## config.mk

```make
export PLATFORM = sky130hd
export DESIGN_NAME = serneg_ctrl
export DESIGN_NICKNAME = d
export VERILOG_FILES = /design/src/rtl/serneg_ctrl.sv
export SDC_FILE = /design/constraint.sdc
export NUM_CORES = 1
export LEC_CHECK = 0
export ABC_AREA = 1
export CORE_MARGIN = 2
export CORE_UTILIZATION = 53
export CTS_CLUSTER_DIAMETER = 60
export DETAILED_ROUTE_END_ITERATION = 12
export PLACE_DENSITY = 0.81
export SLEW_MARGIN = 20
export SYNTH_ARGS = -nofsm -noshare
export SYNTH_HDL_FRONTEND = slang
export SYNTH_SLANG_ARGS = --single-unit
```

## constraint.sdc

```tcl
create_clock -name clk -period 3.5 [get_ports clk]
set_input_delay 0.7 -clock clk [delete_from_list [all_inputs] [get_ports clk]]
set_output_delay 0.7 -clock clk [all_outputs]
set_load 0.02 [all_outputs]
```

## src/rtl/serneg_ctrl.sv

```systemverilog
// serneg_ctrl: arbitrates two requesters onto an external bit-serial
// two's-complement unit. The winner's operand is shifted out LSB first
// on ser_x after one settle cycle, and the unit's serial result on ser_y
// is collected into rsp_data.
// Optional build macro SERNEG_OVF_EN adds rsp_ovf, which flags the
// most-negative operand (its negation cannot be represented).
module serneg_ctrl #(
  parameter int unsigned FRAME = 4
) (
  input  logic             clk,
  input  logic             reset_n,
  input  logic [1:0]       req,
  input  logic [FRAME-1:0] data0,
  input  logic [FRAME-1:0] data1,
  output logic [1:0]       gnt,
  output logic             busy,
  output logic             rsp_valid,
  output logic             rsp_id,
  output logic [FRAME-1:0] rsp_data,
  output logic             ser_rst_n,
  output logic             ser_x,
`ifdef SERNEG_OVF_EN
  output logic             rsp_ovf,
`endif
  input  logic             ser_y
);

  localparam int unsigned      CW      = (FRAME > 1) ? $clog2(FRAME) : 1;
  localparam logic [CW-1:0]    LAST    = CW'(FRAME - 1);
  localparam logic [FRAME-1:0] MIN_NEG = {1'b1, {(FRAME-1){1'b0}}};

  typedef enum logic [1:0] {
    IDLE  = 2'd0,
    SHIFT = 2'd1,
    DONE  = 2'd2
  } state_t;

  state_t           state;
  logic [CW-1:0]    cnt;
  logic             settle;
  logic             last;      // last-served requester, also the current winner
  logic [FRAME-1:0] operand;
  logic [FRAME-1:0] result;
  logic [FRAME-1:0] next_result;
  logic             win_id;
  logic [FRAME-1:0] win_data;

  // Round-robin pick: a lone requester wins; on contention the one not served last wins
  always_comb begin
    win_id = 1'b0;
    if (req == 2'b11) begin
      win_id = ~last;
    end else begin
      win_id = req[1] & ~req[0];
    end
    win_data = win_id ? data1 : data0;
  end

  // Result with the bit arriving this cycle merged in, so the last bit lands directly in rsp_data
  always_comb begin
    next_result      = result;
    next_result[cnt] = ser_y;
  end

  // Control FSM with all outputs registered
  always_ff @(posedge clk or negedge reset_n) begin
    if (!reset_n) begin
      state     <= IDLE;
      cnt       <= '0;
      settle    <= 1'b0;
      last      <= 1'b1;
      operand   <= '0;
      result    <= '0;
      gnt       <= '0;
      busy      <= 1'b0;
      rsp_valid <= 1'b0;
      rsp_id    <= 1'b0;
      rsp_data  <= '0;
      ser_rst_n <= 1'b0;
      ser_x     <= 1'b0;
`ifdef SERNEG_OVF_EN
      rsp_ovf   <= 1'b0;
`endif
    end else begin
      gnt       <= '0;
      rsp_valid <= 1'b0;
      case (state)
        IDLE: begin
          ser_rst_n <= 1'b0;
          ser_x     <= 1'b0;
          if (req != '0) begin
            operand   <= win_data;
            last      <= win_id;
            gnt       <= win_id ? 2'b10 : 2'b01;
            cnt       <= '0;
            settle    <= 1'b1;
            ser_rst_n <= 1'b1;
            ser_x     <= win_data[0];
            busy      <= 1'b1;
            state     <= SHIFT;
          end
        end
        SHIFT: begin
          if (settle) begin
            // bit 0 stays on ser_x while the unit leaves frame reset
            settle <= 1'b0;
          end else begin
            result <= next_result;
            if (cnt == LAST) begin
              rsp_valid <= 1'b1;
              rsp_id    <= last;
              rsp_data  <= next_result;
              ser_rst_n <= 1'b0;
              ser_x     <= 1'b0;
`ifdef SERNEG_OVF_EN
              rsp_ovf   <= (operand == MIN_NEG);
`endif
              state     <= DONE;
            end else begin
              cnt   <= cnt + CW'(1);
              ser_x <= operand[cnt + CW'(1)];
            end
          end
        end
        DONE: begin
          busy  <= 1'b0;
          state <= IDLE;
        end
        default: begin
          busy      <= 1'b0;
          ser_rst_n <= 1'b0;
          ser_x     <= 1'b0;
          state     <= IDLE;
        end
      endcase
    end
  end

endmodule

```

; ---- After elaboration in Yosys (flattened, before gate mapping)
; Index checks and enable logic that the tools add are counted.
[word_totals]
reg_bits = 25
inputBits = 13
[classes]
bitwise_logic = 6
order_cmp = 3
eq_ne = 8
n_reduce_logical = 13
add_sub_neg = 1
mux = 32
[ops]
columns = cell, n
row1 = 2-to-1 mux 2 bit, 9
row2 = 2-to-1 mux 1 bit, 13
row3 = AND reduction 2 bit, 5
row4 = AND reduction 3 bit, 3
row5 = != test 2 bit (second input constant), 4
row6 = one-hot mux 2 bit (2 select lines), 2
row7 = equality test 2 bit (second input constant), 3
row8 = less-than comparator 2 x 3 -> 1 bit (second input constant), 2
row9 = one-hot mux 1 bit (3 select lines), 2
row10 = inverter 1 bit, 5
row11 = bitwise mux 4 bit, 1
row12 = 2-to-1 mux 4 bit, 1
row13 = one-hot mux 1 bit (2 select lines), 2
row14 = AND reduction 4 bit, 1
row15 = nonzero test 2 bit, 2
row16 = adder 2 x 1 -> 2 bit (second input constant), 1
row17 = binary-select mux 1 bit (select 2 bit), 1
row18 = demux 1 bit (select 2 bit), 1
row19 = equality test 2 x 1 -> 1 bit (second input constant), 1
row20 = >= comparator 2 x 1 -> 1 bit (second input constant), 1
row21 = logical NOT 2 bit, 1
row22 = bitwise AND 1 bit, 1
row23 = logical AND 1 bit, 1

; ---- Longest topological paths before layout
[logic_depth]
word_depth = 6
ltp_mapped = 8

; ---- Worst setup path before layout
; Ideal clock, no wire load.
[synth_timing]
kind = reg-to-reg
start = register cnt[0]
end = register ser_x
required_ps = 3435
synth_period_minus_slack_ps = 1318
n_path_buf = 0
slack_ps = 2182
arrival_ps = 1253
stages_incl_launch_ff = 7
path_cell_list = dfrtp_1 > ha_1 > nor3_1 > nand3_1 > nand2_1 > nand2_1 > nand2_1
[synth_between]
elab_chain_len = 6
word_cells_on_any_way = 7
cone_classes = 1 x add/sub / 1 x eq/ne / 5 x mux
[synth_lines]
columns = element, line_no
row1 = "start, declared", 39  ; logic [CW-1:0] cnt;
row2 = "start signal, assigned", 120  ; cnt <= cnt + CW'(1);
row3 = adder 2 x 1 -> 2 bit, 121  ; ser_x <= operand[cnt + CW'(1)];
row4 = binary-select mux 1 bit (select 2 bit), 121
row5 = 2-to-1 mux 1 bit (implied by the code), 121
row6 = 2-to-1 mux 1 bit *, 109  ; if (cnt == LAST) begin
row7 = 2-to-1 mux 1 bit *, 104  ; if (settle) begin
row8 = one-hot mux 1 bit (3 select lines) *, 87  ; case (state)
row9 = "end signal, assigned", 98  ; ser_x <= win_data[0];
row10 = "end signal, assigned", 121
row11 = "end, declared", 21  ; output logic ser_x,
; Every way passes the cells marked *; elsewhere a longest branch is shown, timed or not. The select of a mux whose other input is x is not followed.
; A chain may end at the register's enable or synchronous reset.

; ---- Worst setup path after layout
[layout_timing]
start = register rsp_data[3]
end = output rsp_data[3]
[layout_lines]
columns = element, line_no
row1 = "start, declared", 19  ; output logic [FRAME-1:0] rsp_data,
row2 = "start signal, assigned", 112  ; rsp_data <= next_result;
; No word-level cell between the ends.

==> parameters.txt <==
Parameter                              Value

Synthesis
  Post-Synthesis Net Count ... 148
  Cell type with the largest total area after synthesis ... sky130_fd_sc_hd__dfrtp_1
  Proportion of netlist area held by the largest area contributor ... 0.510
  Yosys cell types ... 20
  Sequential-to-total area share from yosys stat ... 0.533
  Cell types with the largest area share after synthesis ... sky130_fd_sc_hd__dfrtp_1, sky130_fd_sc_hd__nand2_1, sky130_fd_sc_hd__o21ai_0, sky130_fd_sc_hd__ha_1, sky130_fd_sc_hd__inv_1
  Count of mapped cells out of synthesis ... 131
  FF+latch count, synth ... 24
  Number of warnings issued by yosys ... 0
  Synthesized area ... 1130 um2
  Per-instance average area after synthesis ... 8.62 um2

Clock network
  Total clock buffers created by CTS ... 3
  Insertion delay to the later sink of the worst-skew pair ... 0.32 ns
  Clock-pin slew on the worst setup and hold paths ... 0.13 ns
  Number of post-CTS setup repair buffers ... 0
  Root buffer selected by CTS ... sky130_fd_sc_hd__clkbuf_4
  Total clock sinks ... 24
  CTS HTree Levels ... 1
  Deepest clock path buffer count ... 2
  Hold buffers post-CTS ... 0
  Clock tree from TritonCTS ... built
  Total of cells resized after clock tree synthesis ... 0

Pwr
  Peak supply drop ... 0.000519 V
  Psw ... 0.525 mW
  Total power density per cell area ... 860 nW/um2
  Switching Share ... 0.431
  Leakage power of the design ... 0.697 nW
  Internal Power ... 0.694 mW
  Share of power burned in registers ... 0.389
  Combinational Power Share ... 0.507
  Part of the power in the clock network ... 0.105

Die
  Horizontal die dimension ... 50.1 um
  Initial core utilization ... 0.569
  Vertical die dimension ... 50.1 um
  I/O pin count ... 24
  Area of the die ... 2510 um2
  Total number of placement rows ... 16
  Floorplan core area ... 1980 um2

Route
  Initial detailed-routing violation count ... 16
  Vias after detailed routing ... 946
  Total wirelength of the detailed-routed design ... 2.19 mm
  1st-pass router iterations ... 4
  Detailed-route vias per instance ... 5.11
  Routed length per instance ... 11.8 um
  Detailed-route DRC error count ... 0
  Number of routed nets with antenna violations ... 0

Critical path
  Critical path startpoint category ... register
  Internal reg-to-reg setup slack ... 1.97 ns
  Largest stage delay on the critical path ... 0.61 ns
  Kind of critical path ... reg2out
  Kind of end point of the critical path ... output port
  Worst EP arrival ... 1.31 ns
  Crit-path cells ... clkdlybuf4s50_1
  Reg-to-reg startpoint ... cnt[0]$_DFFE_PN0P_
  Critical Path RT ... 2.80 ns
  Largest fanout of any net on the critical path ... 2
  CP startpoint ... rsp_data[3]$_DFFE_PN0P_
  Terminus of the critical flop-to-flop path ... ser_x$_DFFE_PN0P_
  Top delay family on crit path ... buffers and inverters
  Sum of buffers and inverters on the critical path ... 1
  Depth of the most critical reg-to-reg path ... 6
  Crit-path slowest cell ... sky130_fd_sc_hd__clkdlybuf4s50_1

Global route
  GRT Overall Usage ... 0.198
  GRT Max-Usage Layer ... met2
  Antenna violations before repair ... 0
  First-pass GRT wire length ... 3.72 mm
  Maximum number of pins on one net before global-route repair ... 25
  Met3 global-route usage ... 0.0387
  Vias in the first global route ... 933
  Met2 routing resource usage after global routing ... 0.353
  Global-route track usage on met1 ... 0.215
  Sum of overflow across all layers after global routing ... 0

Layout
  NumNets Final ... 176
  Ratio of cells with drive above 1 in the final layout ... 0.0823
  Relative area change from synthesis to final layout ... 25.5%
  Total inserted antenna cells ... 0
  Final Util ... 0.715
  Fill cell instance count of the final layout ... 143

Timing
  Min Hold Slack ... 0.335 ns
  Post-Route Skew ... 0.00448 ns
  Setup repair after global routing missed its margin ... false
  Final setup TNS ... 0 ns
  Worst-Margin Slew ... 0.525 ns
  Worst max-slew margin expressed relative to the limit ... 0.650
  Slack of the critical path ... 1.49 ns
  Shortest period the worst path allows ... 2.01 ns
  Max Slew Vio Count ... 0
  Maximum clock frequency ... 498 MHz
  Finish-stage setup viols ... 0
  Final worst path period share ... 0.574
  Final hold violation count ... 0

Place
  Count of input and output buffers ... 23
  Gpl congestion ... 0.763
  DPL Wire Length ... 1.69 mm
  Pre-CTS setup slack ... 1.49 ns

Min path
  Worst hold path class ... in2async

Status
  Result of the run ... complete, no violations

Flow run
  Number of max-capacitance violations reported ... 0
## power by group through the flow
stage | clock (mW) | sequential (mW) | combinational (mW)
global placement | 0 | 0.473 | 0.600
finish | 0.128 | 0.474 | 0.617
floorplan | 0 | 0.523 | 0.363
CTS | 0.129 | 0.473 | 0.626
detailed placement | 0 | 0.479 | 0.624
global route | 0.145 | 0.489 | 0.683
## stage by stage
| stage | std cells | total power, mW | cell area [um2] |
|---|---|---|---|
| final | 185 | 1.22 | 1420 |
| after global routing | 185 | 1.32 | 1420 |
| after CTS | 185 | 1.23 | 1420 |
| after detailed placement | 181 | 1.10 | 1400 |
| after global placement | 181 | 1.07 | 1400 |
| after floorplan | 131 | 0.885 | 1130 |
## layout by cell type (no fill, tap or decap)
cell,instances
sky130_fd_sc_hd__inv_1,12
sky130_fd_sc_hd__o21ai_1,5
sky130_fd_sc_hd__buf_4,1
sky130_fd_sc_hd__clkbuf_4,3
sky130_fd_sc_hd__nor2_4,1
sky130_fd_sc_hd__nor3_1,1
sky130_fd_sc_hd__clkdlybuf4s50_1,22
sky130_fd_sc_hd__dfstp_2,1
sky130_fd_sc_hd__buf_2,1
sky130_fd_sc_hd__nand2_8,1
sky130_fd_sc_hd__nand3b_1,2
sky130_fd_sc_hd__ha_1,4
sky130_fd_sc_hd__inv_2,1
sky130_fd_sc_hd__o21ai_0,12
sky130_fd_sc_hd__clkinv_8,1
sky130_fd_sc_hd__inv_6,1
sky130_fd_sc_hd__a21oi_1,1
sky130_fd_sc_hd__nor2_2,1
sky130_fd_sc_hd__clkbuf_1,1
sky130_fd_sc_hd__nand2_4,1
sky130_fd_sc_hd__nand2_1,47
sky130_fd_sc_hd__nand3_1,5
sky130_fd_sc_hd__nor2_1,10
sky130_fd_sc_hd__dfrtp_1,23
## cell families (layout without fill, tap and decap cells)
family                   count (synthesis)  in the layout  share of synthesized area
AND/OR/NAND/NOR                         69             69                      0.273
flip-flops                              24             24                      0.533
AO/OA/AOI/OAI                           18             18                     0.0798
buffers and inverters                   16             43                     0.0698
adder cells (fa/ha/maj)                  4              4                     0.0443
## layout make-up
| type | instances | area [um2] | area share |
|---|---|---|---|
| Multi-Input combinational cell | 91 | 448 | 0.316 |
| Sequential cell | 24 | 602 | 0.425 |
| Tap cell | 27 | 33.8 | 0.0239 |
| Timing Repair Buffer | 24 | 233 | 0.164 |
| Clock buffer | 4 | 26.3 | 0.0186 |
| Inverter | 15 | 73.8 | 0.0521 |
## synthesized netlist by cell type
master,number
sky130_fd_sc_hd__a21oi_1,1
sky130_fd_sc_hd__buf_2,1
sky130_fd_sc_hd__clkinv_8,1
sky130_fd_sc_hd__dfrtp_1,23
sky130_fd_sc_hd__dfstp_2,1
sky130_fd_sc_hd__ha_1,4
sky130_fd_sc_hd__inv_1,12
sky130_fd_sc_hd__inv_2,1
sky130_fd_sc_hd__inv_6,1
sky130_fd_sc_hd__nand2_1,47
sky130_fd_sc_hd__nand2_4,1
sky130_fd_sc_hd__nand2_8,1
sky130_fd_sc_hd__nand3_1,5
sky130_fd_sc_hd__nand3b_1,2
sky130_fd_sc_hd__nor2_1,10
sky130_fd_sc_hd__nor2_2,1
sky130_fd_sc_hd__nor2_4,1
sky130_fd_sc_hd__nor3_1,1
sky130_fd_sc_hd__o21ai_0,12
sky130_fd_sc_hd__o21ai_1,5
## state kept, by name, summed over array words and instances, names as in the netlist
name	cells
busy	1
cnt	2
gnt	2
last	1
operand	4
result	3
rsp_data	4
rsp_id	1
rsp_valid	1
ser_rst_n	1
ser_x	1
settle	1
state	2
## metal layers
| layer | up-vias | routed length, um |
|---|---|---|
| li1 | 465 | - |
| met1 | 449 | 895 |
| met2 | 26 | 1150 |
| met3 | 6 | 94 |
| met4 | 0 | 42 |
| met5 | - | 0 |
## worst max path at each step
stage | endpoint | cells past startpoint
6_report | rsp_data[3] | 1
5_1_grt | rsp_data[3] | 1
4_1_cts | rsp_id | 1
3_5_place_dp | ser_x$_DFFE_PN0P_ | 1
3_3_place_gp | ser_rst_n$_DFFE_PN0P_ | 1
2_1_floorplan | ser_x$_DFFE_PN0P_ | 6
(Power assumes the default switching activity.)
